### src/rtl/board_writer.sv
// rtl/board_writer.sv - 2x5 game board register with pair-match clear/score; refill via BOARD_REFILL_EN
module board_writer #(
    parameter int unsigned TARGET     = 0,
    parameter logic [39:0] INIT_BOARD = 40'h1234567893,
    parameter logic [15:0] LFSR_SEED  = 16'hACE1,
    parameter int unsigned SCORE_W    = 8
) (
    input  logic               clk,
    input  logic               rst,
    input  logic [2:0]         num,
    input  logic               load_en,
    input  logic [39:0]        load_data,
    input  logic               pick_valid,
    output logic               pick_ready,
    input  logic [3:0]         pick_idx0,
    input  logic [3:0]         pick_idx1,
    output logic [39:0]        status,
    output logic               result_valid,
    output logic [1:0]         result_code,
    output logic [3:0]         sum_mod,
    output logic [SCORE_W-1:0] score,
    output logic               board_clear
);

    typedef enum logic [2:0] {IDLE, CHECK, CLEAR, REFILL_A, REFILL_B, DONE} state_t;

    localparam logic [1:0] CODE_MATCH    = 2'b01;
    localparam logic [1:0] CODE_MISMATCH = 2'b10;
    localparam logic [1:0] CODE_INVALID  = 2'b11;

    // Elaboration-time sanity check of the configuration.
    if (TARGET > 9 || LFSR_SEED == 16'h0) begin : g_param_check
        $error("board_writer: TARGET must be 0..9 and LFSR_SEED nonzero");
    end

    state_t             state_q, state_d;
    logic [39:0]        status_q, status_d;
    logic [SCORE_W-1:0] score_q, score_d;
    logic [3:0]         idx0_q, idx0_d;
    logic [3:0]         idx1_q, idx1_d;
    logic               result_valid_q, result_valid_d;
    logic [1:0]         result_code_q, result_code_d;
    logic [3:0]         sum_mod_q, sum_mod_d;

    logic [2:0]         num_eff;
    logic [3:0]         slot_v [16];
    logic [3:0]         v0, v1;
    logic               pair_invalid;
    logic [4:0]         pair_sum;
    logic [3:0]         pair_mod;
    logic               is_match;

    // Column of a slot index; rows are 5 slots wide.
    function automatic logic [2:0] col_of(input logic [3:0] idx);
        return (idx >= 4'd5) ? 3'(idx - 4'd5) : idx[2:0];
    endfunction

    // Clamp the active column count into 1..5.
    always_comb begin
        if (num == 3'd0)      num_eff = 3'd1;
        else if (num > 3'd5)  num_eff = 3'd5;
        else                  num_eff = num;
    end

    // Board as an indexable array; out-of-range indices read as an empty slot.
    always_comb begin
        for (int k = 0; k < 10; k++) slot_v[k] = status_q[4*k +: 4];
        for (int k = 10; k < 16; k++) slot_v[k] = 4'h0;
    end

    // Board is clear when every slot in an active column holds 0.
    always_comb begin
        board_clear = 1'b1;
        for (int k = 0; k < 10; k++) begin
            if (col_of(4'(k)) < num_eff && slot_v[k] != 4'h0) board_clear = 1'b0;
        end
    end

    // Pair evaluation on the latched indices.
    always_comb begin
        v0           = slot_v[idx0_q];
        v1           = slot_v[idx1_q];
        pair_invalid = (idx0_q == idx1_q) || (idx0_q > 4'd9) || (idx1_q > 4'd9) ||
                       (col_of(idx0_q) >= num_eff) || (col_of(idx1_q) >= num_eff) ||
                       (v0 == 4'h0) || (v1 == 4'h0);
        pair_sum     = {1'b0, v0} + {1'b0, v1};
        pair_mod     = (pair_sum >= 5'd10) ? 4'(pair_sum - 5'd10) : pair_sum[3:0];
        is_match     = (pair_mod == 4'(TARGET));
    end

`ifdef BOARD_REFILL_EN
    logic [15:0] lfsr_q;
    logic [3:0]  refill_val;

    // Map the low LFSR nibble 0..15 onto 1..9 ((x mod 9) + 1).
    always_comb begin
        refill_val = (lfsr_q[3:0] >= 4'd9) ? (lfsr_q[3:0] - 4'd8) : (lfsr_q[3:0] + 4'd1);
    end

    // Free-running Fibonacci LFSR, taps 16,14,13,11 (right-shifting form).
    always_ff @(posedge clk) begin
        if (rst) lfsr_q <= LFSR_SEED;
        else     lfsr_q <= {lfsr_q[0] ^ lfsr_q[2] ^ lfsr_q[3] ^ lfsr_q[5], lfsr_q[15:1]};
    end
`endif

    // FSM next-state and datapath updates.
    always_comb begin
        state_d        = state_q;
        status_d       = status_q;
        score_d        = score_q;
        idx0_d         = idx0_q;
        idx1_d         = idx1_q;
        result_valid_d = 1'b0;
        result_code_d  = result_code_q;
        sum_mod_d      = sum_mod_q;
        case (state_q)
            IDLE: begin
                if (load_en) begin
                    status_d = load_data;
                end else if (pick_valid) begin
                    idx0_d  = pick_idx0;
                    idx1_d  = pick_idx1;
                    state_d = CHECK;
                end
            end
            CHECK: begin
                if (pair_invalid) begin
                    result_valid_d = 1'b1;
                    result_code_d  = CODE_INVALID;
                    sum_mod_d      = 4'h0;
                    state_d        = IDLE;
                end else begin
                    sum_mod_d = pair_mod;
                    if (is_match) begin
                        state_d = CLEAR;
                    end else begin
                        result_valid_d = 1'b1;
                        result_code_d  = CODE_MISMATCH;
                        state_d        = IDLE;
                    end
                end
            end
            CLEAR: begin
                for (int k = 0; k < 10; k++) begin
                    if (4'(k) == idx0_q || 4'(k) == idx1_q) status_d[4*k +: 4] = 4'h0;
                end
                if (score_q != '1) score_d = score_q + 1'b1;
`ifdef BOARD_REFILL_EN
                state_d = REFILL_A;
`else
                state_d = DONE;
`endif
            end
`ifdef BOARD_REFILL_EN
            REFILL_A: begin
                for (int k = 0; k < 10; k++) begin
                    if (4'(k) == idx0_q) status_d[4*k +: 4] = refill_val;
                end
                state_d = REFILL_B;
            end
            REFILL_B: begin
                for (int k = 0; k < 10; k++) begin
                    if (4'(k) == idx1_q) status_d[4*k +: 4] = refill_val;
                end
                state_d = DONE;
            end
`endif
            DONE: begin
                result_valid_d = 1'b1;
                result_code_d  = CODE_MATCH;
                state_d        = IDLE;
            end
            default: state_d = IDLE;
        endcase
    end

    // State and datapath registers; reset abandons any request in flight.
    always_ff @(posedge clk) begin
        if (rst) begin
            state_q        <= IDLE;
            status_q       <= INIT_BOARD;
            score_q        <= '0;
            idx0_q         <= 4'h0;
            idx1_q         <= 4'h0;
            result_valid_q <= 1'b0;
            result_code_q  <= 2'b00;
            sum_mod_q      <= 4'h0;
        end else begin
            state_q        <= state_d;
            status_q       <= status_d;
            score_q        <= score_d;
            idx0_q         <= idx0_d;
            idx1_q         <= idx1_d;
            result_valid_q <= result_valid_d;
            result_code_q  <= result_code_d;
            sum_mod_q      <= sum_mod_d;
        end
    end

    assign pick_ready   = (state_q == IDLE);
    assign status       = status_q;
    assign result_valid = result_valid_q;
    assign result_code  = result_code_q;
    assign sum_mod      = sum_mod_q;
    assign score        = score_q;

endmodule

### config.mk
export PLATFORM = sky130hd
export DESIGN_NAME = board_writer
export DESIGN_NICKNAME = d
export VERILOG_FILES = /design/src/rtl/board_writer.sv
export SDC_FILE = /design/constraint.sdc
export NUM_CORES = 1
export LEC_CHECK = 0
export BUFFER_PORTS_ARGS = -buffer_cell sky130_fd_sc_hd__buf_2
export CAP_MARGIN = 10
export CORE_ASPECT_RATIO = 0.7
export CORE_MARGIN = 2
export CORE_UTILIZATION = 40
export CTS_BUF_LIST = sky130_fd_sc_hd__clkbuf_16
export DETAILED_ROUTE_END_ITERATION = 10
export GPL_TIMING_DRIVEN = 0
export PLACE_DENSITY_LB_ADDON = 0.25
export SLEW_MARGIN = 20
export SYNTH_ARGS = -nofsm -noshare
export SYNTH_HDL_FRONTEND = slang
export SYNTH_SLANG_ARGS = --single-unit
### constraint.sdc
create_clock -name clk -period 3.4 [get_ports clk]
set_input_delay 0.34 -clock clk [delete_from_list [all_inputs] [get_ports clk]]
set_output_delay 0.34 -clock clk [all_outputs]
set_load 0.005 [all_outputs]
==> results.md, run 1 <==
- Post-placement cell area: ~4800 um^2
- Initial core utilization: 0.417
- Actual slew at the worst max-slew pin: 0.650 ns
- Post-synth cell types: 63
- Max-slew headroom: 0.567
- Post-synthesis to final-layout area growth: 31.8%
- Floorplan die height: 88.7 um
- Critical path data required time: 3.65 ns
- Max Cap Viol: 0
- Clock insertion delay at the later pin of the skew report: 0.34 ns
- Crit path cell chain: buf_6, mux4_1, a211oi_2, inv_1, fa_2, xnor2_4, ha_4, o211ai_1, nand3_2, mux2_4, or3_4, o32ai_2
- Synthesized net count: 502
- Routability congestion estimate: 0.958
- Top area cells in the synthesized netlist: sky130_fd_sc_hd__dfxtp_1 32%, sky130_fd_sc_hd__mux2i_1 5.9%, sky130_fd_sc_hd__ha_1 5.8%, sky130_fd_sc_hd__nor2_1 5.2%, sky130_fd_sc_hd__a22oi_1 4.9%
- Arithmetic-cell share of the synthesized area counting full adders, half adders and majority gates: 0.0656
- Final-stage net count: 639
- Root Buffer Master: sky130_fd_sc_hd__clkbuf_16
- Maximum level of the CTS H-tree: 3
- Post-layout minimum cycle time: 3.52 ns
- Die footprint: 11100 um^2
- Post-synthesis cell type with the largest combined area: sky130_fd_sc_hd__dfxtp_1
- Router iterations before antenna repair: 5
- Timing-limited maximum frequency: 0.284 GHz
- Number of vias per cell after detailed routing: 5.92
- Post-detailed-route DRC marker count: 0
- Final-report hold violation count: 0
- Endpoint type of the worst setup path: flop
- Maximum number of pins on one net before global-route repair: 13
- Share of the synthesized netlist area taken by xor and xnor gates: 0.0318
- Final worst setup slack: -0.123 ns
- Routed Wire Length: roughly 14 mm
- Clock sinks: 66
- Antenna diode count: 0
- Number of buffers on the longest clock path: 2
- Number of global-route vias before repair: 3740
- EDFF count, synth: 0
- Prevailing post-synth register cell: sky130_fd_sc_hd__dfxtp_1
- Wire length of the first global-routing pass: about 21 mm
- Area share of and/or/nand/nor cells after synthesis: 0.168
- Cell area after synthesis: between 4000 and 5000 um^2
- Number of setup violations in the final report: 1
- Layout cell share with drive strength beyond 1: 0.378
- Antenna violations before repair: 0
- Placed cell count: 665
- Portion of synthesized cell area occupied by the leading cell type: 0.322
- Fin cells: around 700
- Share of synthesized area spent on multiplexers: 0.149
- Count of standard-cell rows: 30
- Core Area: 9830 um^2
- CP top delay family: multiplexers
- Residual overflow from global routing: 0
- Number of buffers added by the clock tree synthesis step: 9
- GRT Overall Usage: 0.255
- Post-synth ARST share: 0
- Peak fanout along the critical path: 5
- Routed length per placed instance: 20.2 um
- Number of buffer cells added on primary ports: 110
- Post-CTS clock slew at the launch and capture registers of the worst setup and hold paths: about 0.060 ns
- Final critical-path share of the clock period: 1.04
- Worst Setup Path Type: reg -> reg
- Post-route antenna net violation count: 0
- Dominant combinational cell family by area after synthesis: compound AO/OA/AOI/OAI gates
- PwrDens: 518 nW/um^2
- Tightest Hold Check Type: in -> reg
- Synthesized area divided by synthesized cell count: between 9 and 10 um^2
- Synthesized netlist cell count: 427
- Yosys reg bits: 66
- Violated checks: negative setup slack
- Number of vias after detailed routing: 4127
- WP buf/inv: 2
- Die Width: 125 um
- Post-placement worst setup slack: -0.421 ns
- Area fraction in compound gates after synthesis: 0.202
- Crit path arrival time: 3.78 ns
- Sequential element share of the synthesized area: 0.322
- Outcome: complete, but fails checks
- First-iteration detailed-routing DRC count: 354
- Total Negative Setup Slacks: -0.123 ns
- Sum of net half-perimeters after detailed placement: 10.8 mm
- Static Leak: around 2.4 nW
- Clock skew after layout: 0.00617 ns
- Number of top-level design ports: around 110
- Yosys warnings: 0
- Max rail drop VDD: 0.270 mV
- Cell type of the slowest stage on the worst timing path: sky130_fd_sc_hd__mux4_1
- Final Util: 0.549
- Category of the worst setup path launch point: flop
- Slowest Stage Delay on Critical Path: 0.59 ns
- Unrepaired setup endpoints after global routing: true
- CTS tree: built
- Final count of pins violating max slew: 0
- Final instance area: 5400 um^2
- Post-CTS Hold Fix Bufs: 0
## power breakdown
group | internal (W) | switching [W]
Combinational | 0.000420 | 0.000420
Sequential | 0.000818 | 0.0000630
Clock | 0.000715 | 0.000360
Total | 0.00195 | 0.000843
## worst reg2reg max path, delay by kind of cell (launching register included)
kind / cells / cell delay, ns
fa+ha+maj: 2 / 0.63
buf+inv: 2 / 0.24
simple gates: 2 / 0.50
compound gates: 3 / 0.60
xor+xnor: 1 / 0.23
mux: 2 / 0.91
flops: 1 / 0.33
## registers in the layout, summed over array words and instances, names as in the netlist
register      count
idx0_q            4
result_code       2
score             8
state_q           3
result_valid      1
sum_mod           4
idx1_q            4
status           40
## placed cells by master, fill, tap and decap left out, types with 5 or more instances in the layout
cell type                   synthesis  layout
sky130_fd_sc_hd__xnor2_1            9       8
sky130_fd_sc_hd__o21ai_1           11      12
sky130_fd_sc_hd__ha_1              19      14
sky130_fd_sc_hd__buf_6              5       7
sky130_fd_sc_hd__inv_1             11      10
sky130_fd_sc_hd__mux2i_1           24      24
sky130_fd_sc_hd__mux2_1             7       6
sky130_fd_sc_hd__nor4_1            11      11
sky130_fd_sc_hd__clkbuf_16          1      10
sky130_fd_sc_hd__a22oi_1           27      27
sky130_fd_sc_hd__a22o_1            11      11
sky130_fd_sc_hd__mux4_2             6       6
sky130_fd_sc_hd__dfxtp_1           66      62
sky130_fd_sc_hd__nor3_1             5       5
sky130_fd_sc_hd__nand3_2            5       6
sky130_fd_sc_hd__nor2b_1            6       6
sky130_fd_sc_hd__mux2_2             8       8
sky130_fd_sc_hd__buf_2              3     111
sky130_fd_sc_hd__a221o_1           17      17
sky130_fd_sc_hd__nand2_1           22      21
sky130_fd_sc_hd__nand2b_1           5       5
sky130_fd_sc_hd__buf_4              2      17
sky130_fd_sc_hd__nor2_1            57      56
sky130_fd_sc_hd__clkbuf_1          10      10
sky130_fd_sc_hd__nand3_1            8       7
## cell usage after synthesis, types with 2 or more instances
library cell	count
sky130_fd_sc_hd__a221o_1	17
sky130_fd_sc_hd__o21a_1	2
sky130_fd_sc_hd__a211oi_2	3
sky130_fd_sc_hd__a21oi_2	2
sky130_fd_sc_hd__a311oi_1	3
sky130_fd_sc_hd__buf_2	3
sky130_fd_sc_hd__ha_1	19
sky130_fd_sc_hd__a211oi_1	2
sky130_fd_sc_hd__a22o_1	11
sky130_fd_sc_hd__mux2i_1	24
sky130_fd_sc_hd__a21o_1	3
sky130_fd_sc_hd__nand4_1	4
sky130_fd_sc_hd__xor2_1	4
sky130_fd_sc_hd__nand3_1	8
sky130_fd_sc_hd__inv_2	2
sky130_fd_sc_hd__nand2b_1	5
sky130_fd_sc_hd__nor2b_1	6
sky130_fd_sc_hd__nor3_1	5
sky130_fd_sc_hd__nor2_1	57
sky130_fd_sc_hd__and3_1	3
sky130_fd_sc_hd__o21ai_1	11
sky130_fd_sc_hd__o211ai_1	3
sky130_fd_sc_hd__mux2_1	7
sky130_fd_sc_hd__nand2_1	22
sky130_fd_sc_hd__mux2_2	8
sky130_fd_sc_hd__nor4_1	11
sky130_fd_sc_hd__buf_6	5
sky130_fd_sc_hd__o21ai_0	4
sky130_fd_sc_hd__nand3b_1	2
sky130_fd_sc_hd__nand3_2	5
sky130_fd_sc_hd__a22oi_1	27
sky130_fd_sc_hd__xnor2_1	9
sky130_fd_sc_hd__mux4_2	6
sky130_fd_sc_hd__a21oi_1	5
sky130_fd_sc_hd__buf_4	2
sky130_fd_sc_hd__clkbuf_8	2
sky130_fd_sc_hd__o22ai_1	4
sky130_fd_sc_hd__mux4_1	2
sky130_fd_sc_hd__inv_1	11
sky130_fd_sc_hd__clkbuf_1	10
sky130_fd_sc_hd__dfxtp_1	66
## cells by family after synthesis
logic type,after synthesis
and+or+nand+nor,136
adders and majority gates,21
AOI/OAI and AO/OA,103
buffers and inverters,39
muxes,48
DFF,66
xor gates and xnor gates,14
## per-stage QoR
| stage | hold slack (ns) | power, W |
|---|---|---|
| floorplan | 0.436 | 0.00134 |
| global placement | 0.435 | 0.00154 |
| detailed placement | 0.437 | 0.00156 |
| CTS | 0.215 | 0.00272 |
| global route | 0.228 | 0.00291 |
| finish | 0.219 | 0.00280 |
## layer usage
| layer | global-route usage | up-vias | wire (um) |
|---|---|---|---|
| li1 | - | 1887 | - |
| met1 | 0.379 | 1978 | 6670 |
| met2 | 0.361 | 243 | 5530 |
| met3 | 0.0744 | 19 | 1660 |
| met4 | 0.0576 | 0 | 204 |
| met5 | 0 | - | 0 |
## worst paths after layout
path,from,slack [ns],cells after the start,endpoint
setup / recovery,idx1_q[1],-0.12,12,result_code[0]
hold / removal,load_data[13],0.22,2,status[13]
setup reg to reg,idx1_q[1],-0.12,12,result_code[0]
hold reg to reg,sum_mod[1],0.44,2,sum_mod[1]
## area by class of cell
class / instances / area [um^2]
Timing Repair Buffer: 126 / 683
Inverter: 14 / 57.6
Multi-Input combinational cell: 322 / 2620
Clock buffer: 9 / 225
Sequential cell: 66 / 1330
Clock inverter: 7 / 119
Tap cell: 128 / 160
Buffer: 25 / 208
Fill cell: 905 / 4430
## timing repair
| item | in CTS | in global routing |
|---|---|---|
| pin swaps | 5 | 5 |
| resized for setup | 13 | 12 |
| setup endpoints to repair | 8 | 8 |
| buffers inserted | 5 | 11 |
(Power assumes the default switching activity.)
==> run 2: changes to the inputs <==
--- a/config.mk
+++ b/config.mk
@@ -18,3 +18,4 @@
 export SYNTH_ARGS = -nofsm -noshare
 export SYNTH_HDL_FRONTEND = slang
 export SYNTH_SLANG_ARGS = --single-unit
+export TNS_END_PERCENT = 5
==> run 2 against run 1 <==
Effect of this change: the run still ends with negative setup slack left; total power fell by 1.9%; worst setup slack improved by 0.0065 ns; via count fell by 1.5%; first-iteration DRC count rose by 2.5%; clock-buffer cell count did not move; sequential share of layout area rose by 0.28 points; critical path type unchanged; largest cell class unchanged; highest routed layer unchanged.
==> results.md, run 2 (synthesis results as in run 1) <==
- Outcome: complete, but fails checks
- Violated checks: negative setup slack
- Post-layout minimum cycle time: 3.52 ns (-0.00650 ns)
- Post-synthesis to final-layout area growth: 30.4%
- GRT Overall Usage: 0.254 (-0.000459)
- Layout cell share with drive strength beyond 1: 0.367 (-0.0108)
- CTS tree: built
- Count of standard-cell rows: 30 (unchanged)
- Total Negative Setup Slacks: -0.116 ns (+0.00650 ns)
- Number of buffer cells added on primary ports: 110 (unchanged)
- Die Width: 125 um (unchanged)
- Hold path depth: 2 (unchanged)
- WP buf/inv: 3 (+1)
- Number of top-level design ports: 112 (unchanged)
- Peak fanout along the critical path: 5 (unchanged)
- Final worst setup slack: -0.116 ns (+0.00650 ns)
- Max reg flops: 40 (unchanged)
- First-iteration detailed-routing DRC count: 363 (+2.5%)
- Number of vias after detailed routing: 4064 (-1.5%)
- Final-stage net count: 634 (-0.78%)
- Max rail drop VDD: 0.270 mV (about the same)
- Router iterations before antenna repair: 7 (+2)
- CP top delay family: adder cells
- Actual slew at the worst max-slew pin: 0.655 ns (+0.00567 ns)
- End point of the most critical hold path: status[13]
- Total Power Consumption: 0.00274 W (-1.9%)
- Floorplan die height: 88.7 um (unchanged)
- Sum of net half-perimeters after detailed placement: 10.8 mm (unchanged)
- R2R Path End: result_code[0]
- PwrDens: 513 nW/um^2 (-0.84%)
- Clock skew after layout: 0.00677 ns (+0.000595 ns)
- Worst flop-to-flop path startpoint: idx1_q[1]
- Final count of pins violating max slew: 0 (unchanged)
- Routed length per placed instance: 20.2 um (about the same)
- Category of the worst setup path launch point: flop
- Maximum number of pins on one net before global-route repair: 13 (unchanged)
- Core Area: 9830 um^2 (unchanged)
- Number of buffers added by the clock tree synthesis step: 9 (unchanged)
- Post-CTS clock slew at the launch and capture registers of the worst setup and hold paths: 0.06 ns (about the same)
- Post-CTS Hold Fix Bufs: 0 (unchanged)
- Clock insertion delay at the later pin of the skew report: 0.34 ns (about the same)
- Residual overflow from global routing: 0 (unchanged)
- Wire length of the first global-routing pass: 21.4 mm (-0.26%)
- Final Util: 0.543 (-0.00611)
- Die footprint: 11100 um^2 (unchanged)
- Placed cell count: 665 (unchanged)
- Worst hold path startpoint: load_data[13]
- Endpoint type of the worst setup path: flop
- Final-report hold violation count: 0 (unchanged)
- Max-slew headroom: 0.563 (-0.00378)
- Most common cell after layout, fill and taps aside: sky130_fd_sc_hd__buf_2
- Tightest Hold Check Type: in -> reg
- Register-to-register setup slack: -0.12 ns (about the same)
- Static Leak: 2.34 nW (-1.1%)
- Root Buffer Master: sky130_fd_sc_hd__clkbuf_16
- Top library cells by usage in the layout, fill and taps aside: 111 x sky130_fd_sc_hd__buf_2, 62 x sky130_fd_sc_hd__dfxtp_1, 56 x sky130_fd_sc_hd__nor2_1
- Antenna violations before repair: 0 (unchanged)
- Timing-limited maximum frequency: 0.284 GHz (+0.18%)
- Critical path data required time: 3.65 ns (about the same)
- Slowest Stage Delay on Critical Path: 0.55 ns (-0.04 ns)
- Clock sinks: 66 (unchanged)
- Routed Wire Length: 14.0 mm (-0.72%)
- Crit path arrival time: 3.77 ns (about the same)
- Post-route antenna net violation count: 0 (unchanged)
- Number of vias per cell after detailed routing: 5.87 (-0.82%)
- Number of buffers on the longest clock path: 2 (unchanged)
- Post-detailed-route DRC marker count: 0 (unchanged)
- Unrepaired setup endpoints after global routing: true
- Antenna diode count: 0 (unchanged)
- Number of global-route vias before repair: 3736 (-0.11%)
- Maximum level of the CTS H-tree: 3 (unchanged)
- Depth of the worst register-to-register path: 13 (+1)
- CP dominant cell by count: sky130_fd_sc_hd__ha_4
- Worst Setup Path Type: reg -> reg
- Final critical-path share of the clock period: 1.03 (-0.00191)
- Crit path cell chain: buf_6, mux4_2, a211oi_2, inv_1, ha_4, fa_2, inv_2, ha_4, o211ai_1, nand3_2, mux2_4, or3_4, o32ai_2
- Fin cells: 692 (-0.72%)
- Cell type of the slowest stage on the worst timing path: sky130_fd_sc_hd__fa_2
- Initial core utilization: 0.417 (unchanged)
- Max Cap Viol: 0 (unchanged)
- Routability congestion estimate: 0.958 (unchanged)
- Number of setup violations in the final report: 1 (unchanged)
## run 2: layout make-up
class                      instances  area [um^2]
timing repair buffer             121          633
clock inverter                     7          119
tap                              128          160
fill                             907         4490
clock buffer                       9          225
sequential                        66         1330
inverter                          14         57.6
buffer                            25          208
multi-input combinational        322         2610
## run 2: worst max-delay path by stage
stage,slack [ns],cells past startpoint,startpoint,endpoint
final,-0.12,13,idx1_q[1],result_code[0]
after global routing,-0.23,15,idx1_q[0],result_code[0]
after CTS,-0.20,13,idx1_q[1],result_code[0]
after detailed placement,-0.42,15,idx1_q[0],result_code[0]
after global placement,-0.33,15,idx1_q[0],result_code[0]
after floorplan,0.02,13,idx1_q[1],result_code[0]
## run 2: routing by layer
metal  up-vias  GRT usage  share of wire
met4         0     0.0545         0.0088
met1      1949      0.379           0.49
met2       226      0.357           0.40
li1       1877          -              -
met5         -          0              0
met3        12     0.0798           0.11
## run 2: report_power, final
| group | internal [W] | total, W | switching, W |
|---|---|---|---|
| clock network | 0.000716 | 0.00108 | 0.000360 |
| logic | 0.000383 | 0.000786 | 0.000403 |
| registers | 0.000817 | 0.000881 | 0.0000634 |
## run 2: timing repair
action / CTS / global route
hold endpoints to repair: 0 / 0
setup endpoints to repair: 8 / 8
pin swaps: 5 / 7
gates resized for setup: 12 / 10
buffers inserted: 4 / 7
## run 2: metrics by stage
| step | area (um^2) | setup slack, ns | hold slack (ns) |
|---|---|---|---|
| global placement | 4820 | -0.329 | 0.435 |
| global route | 5340 | -0.228 | 0.227 |
| floorplan | 4110 | 0.0166 | 0.436 |
| detailed placement | 4820 | -0.421 | 0.437 |
| CTS | 5250 | -0.195 | 0.215 |
| finish | 5340 | -0.116 | 0.222 |
==> run 3: changes to the inputs <==
--- a/config.mk
+++ b/config.mk
@@ -9,7 +9,7 @@
 export CAP_MARGIN = 10
 export CORE_ASPECT_RATIO = 0.7
 export CORE_MARGIN = 2
-export CORE_UTILIZATION = 40
+export CORE_UTILIZATION = 48
 export CTS_BUF_LIST = sky130_fd_sc_hd__clkbuf_16
 export DETAILED_ROUTE_END_ITERATION = 10
 export GPL_TIMING_DRIVEN = 0
==> run 3 against run 2 <==
Effect of this change: the flow still finishes with violations (negative setup slack); cell area down 2.3%; final cell count down 4.2%; hold slack better by 0.0050 ns; highest routed layer unchanged; total power down 4.0%; sequential share of layout area up 0.54 points; combinational power down 4.6%; register-to-register slack worse by 0.03 ns; die area fell by 16%; wire length shrank 2.7%.
==> results.md, run 3 (synthesis results as in run 1) <==
- Max rail drop VDD: 0.285 mV (+5.6%)
- Peak fanout along the critical path: 6 (+1)
- Timing-limited maximum frequency: 0.282 GHz (-0.73%)
- Worst hold path startpoint: load_data[20]
- Worst hold slack: 0.227 ns (+0.00497 ns)
- Endpoint type of the worst setup path: flop
- Number of buffers added by the clock tree synthesis step: 9 (unchanged)
- Start point of the critical path: idx1_q[1]
- Post-detailed-route DRC marker count: 0 (unchanged)
- Core Area: 8370 um^2 (-15%)
- Initial core utilization: 0.489 (+0.0727)
- Maximum number of pins on one net before global-route repair: 13 (unchanged)
- Worst flop-to-flop path startpoint: idx1_q[1]
- Antenna violations before repair: 0 (unchanged)
- Number of setup violations in the final report: 2 (+1)
- Final critical-path share of the clock period: 1.04 (+0.00764)
- Die footprint: 9300 um^2 (-16%)
- Actual slew at the worst max-slew pin: 0.638 ns (-0.0177 ns)
- Routed Wire Length: 13.6 mm (-2.7%)
- Violated checks: negative setup slack
- Number of buffers on the longest clock path: 2 (unchanged)
- Wire length of the first global-routing pass: 20.5 mm (-3.9%)
- Sum of net half-perimeters after detailed placement: 10.5 mm (-2.8%)
- Max-slew headroom: 0.575 (+0.0118)
- Residual overflow from global routing: 0 (unchanged)
- Total number of cells along the worst setup path: 13 (unchanged)
- Hold path depth: 2 (unchanged)
- Post-route antenna net violation count: 0 (unchanged)
- Final worst setup slack: -0.142 ns (-0.0260 ns)
- CP top delay family: adder cells
- Routability congestion estimate: 0.951 (-0.68%)
- Number of vias per cell after detailed routing: 6.03 (+2.7%)
- Static Leak: 2.29 nW (-2.0%)
- Number of top-level design ports: 112 (unchanged)
- Tightest Hold Check Type: in -> reg
- Number of vias after detailed routing: 3998 (-1.6%)
- Depth of the worst register-to-register path: 13 (unchanged)
- Final-report hold violation count: 0 (unchanged)
- Cell type of the slowest stage on the worst timing path: sky130_fd_sc_hd__fa_2
- Max reg flops: 40 (unchanged)
- Number of global-route vias before repair: 3717 (-0.51%)
- Post-CTS clock slew at the launch and capture registers of the worst setup and hold paths: 0.06 ns (about the same)
- GRT Overall Usage: 0.292 (+0.0379)
- Clock skew after layout: 0.0109 ns (+0.00416 ns)
- Post-layout minimum cycle time: 3.54 ns (+0.0260 ns)
- Most common cell after layout, fill and taps aside: sky130_fd_sc_hd__buf_2
- WP buf/inv: 3 (unchanged)
- First-iteration detailed-routing DRC count: 428 (+18%)
- Floorplan die height: 81.3 um (-8.3%)
- Count of standard-cell rows: 28 (-6.7%)
- Number of buffer cells added on primary ports: 110 (unchanged)
- Final count of pins violating max slew: 0 (unchanged)
- Worst Setup Path Type: reg -> reg
- Crit path cell chain: buf_6, mux4_2, a211oi_2, inv_1, ha_2, fa_2, inv_2, ha_4, o211ai_1, nand3_2, mux2_4, or3_4, o32ai_2
- Clock insertion delay at the later pin of the skew report: 0.33 ns (about the same)
- Routed length per placed instance: 20.5 um (+1.6%)
- Router iterations before antenna repair: 5 (-2)
- Critical path data required time: 3.64 ns (about the same)
- Clock sinks: 66 (unchanged)
- Slowest Stage Delay on Critical Path: 0.56 ns (about the same)
- Crit path arrival time: 3.78 ns (about the same)
- CTS tree: built
- Max Cap Viol: 0 (unchanged)
- Die Width: 114 um (-8.4%)
- Category of the worst setup path launch point: flop
- Post-synthesis to final-layout area growth: 27.4%
- PwrDens: 504 nW/um^2 (-1.8%)
- Layout cell share with drive strength beyond 1: 0.357 (-0.0104)
- Unrepaired setup endpoints after global routing: true
- Final Util: 0.623 (+0.0802)
- Top library cells by usage in the layout, fill and taps aside: 111 x sky130_fd_sc_hd__buf_2, 64 x sky130_fd_sc_hd__dfxtp_1, 56 x sky130_fd_sc_hd__nor2_1
- Total Power Consumption: 0.00263 W (-4.0%)
- Maximum level of the CTS H-tree: 3 (unchanged)
- Outcome: complete, but fails checks
- Antenna diode count: 0 (unchanged)
- Final-stage net count: 628 (-0.95%)
- Root Buffer Master: sky130_fd_sc_hd__clkbuf_16
-- run 3: cell types whose count changed in the layout (fill, tap and decap cells not counted), sizes merged --
cell,before,now
clkinv,3,5
clkinvlp,2,1
buf,133,127
bufinv,3,2
-- run 3: timing repair --
item / 4_1_cts / 5_1_grt
endpoints found under the setup margin: 5 / 8
gates resized for setup: 12 / 7
pin swaps: 3 / 3
buffers inserted: 5 / 0
hold buffers: 0 / 0
-- run 3: per-layer routing --
layer	vias to the layer above	share of wire	global-route usage
li1	1861	-	-
met1	1916	0.48	0.434
met2	207	0.43	0.443
met3	14	0.081	0.0537
met4	0	0.0093	0.0549
met5	-	0	0
-- run 3: report_power, final --
group	total (W)	internal [W]	leakage (nW)	switching (W)
Sequential	0.000879	0.000817	0.543	0.0000620
Combinational	0.000750	0.000361	1.59	0.000389
Clock	0.00100	0.000641	0.153	0.000362
-- run 3: cell type report --
class	count	area, um^2
clock inverter	7	93.8
fill	708	3150
multi-input combinational	322	2600
clock buffer	9	225
buffer	25	208
sequential	66	1320
inverter	14	53.8
tap	105	131
timing repair buffer	115	588
-- run 3: worst paths after layout --
kind / end / slack [ns]
min: status[20] / 0.23
max reg2reg: result_code[0] / -0.14
min reg2reg: sum_mod[1] / 0.46
max: result_code[0] / -0.14
-- run 3: worst reg2reg max path, stage by stage, from the launching register on --
cell and delay (ns):
sky130_fd_sc_hd__dfxtp_2 0.34, sky130_fd_sc_hd__buf_6 0.13, sky130_fd_sc_hd__mux4_2 0.55, sky130_fd_sc_hd__a211oi_2 0.24, sky130_fd_sc_hd__inv_1 0.07, sky130_fd_sc_hd__ha_2 0.19
sky130_fd_sc_hd__fa_2 0.56, sky130_fd_sc_hd__inv_2 0.07, sky130_fd_sc_hd__ha_4 0.16, sky130_fd_sc_hd__o211ai_1 0.09, sky130_fd_sc_hd__nand3_2 0.13, sky130_fd_sc_hd__mux2_4 0.33
sky130_fd_sc_hd__or3_4 0.39, sky130_fd_sc_hd__o32ai_2 0.20
-- run 3: through the flow --
step	worst slack (ns)	cells	instance area, um^2	TNS (ns)
2_1_floorplan	0.0166	427	4110	0
3_3_place_gp	-0.341	642	4790	-0.836
3_5_place_dp	-0.422	642	4790	-1.12
4_1_cts	-0.150	663	5200	-0.187
5_1_grt	-0.247	663	5220	-0.521
6_report	-0.142	663	5220	-0.154
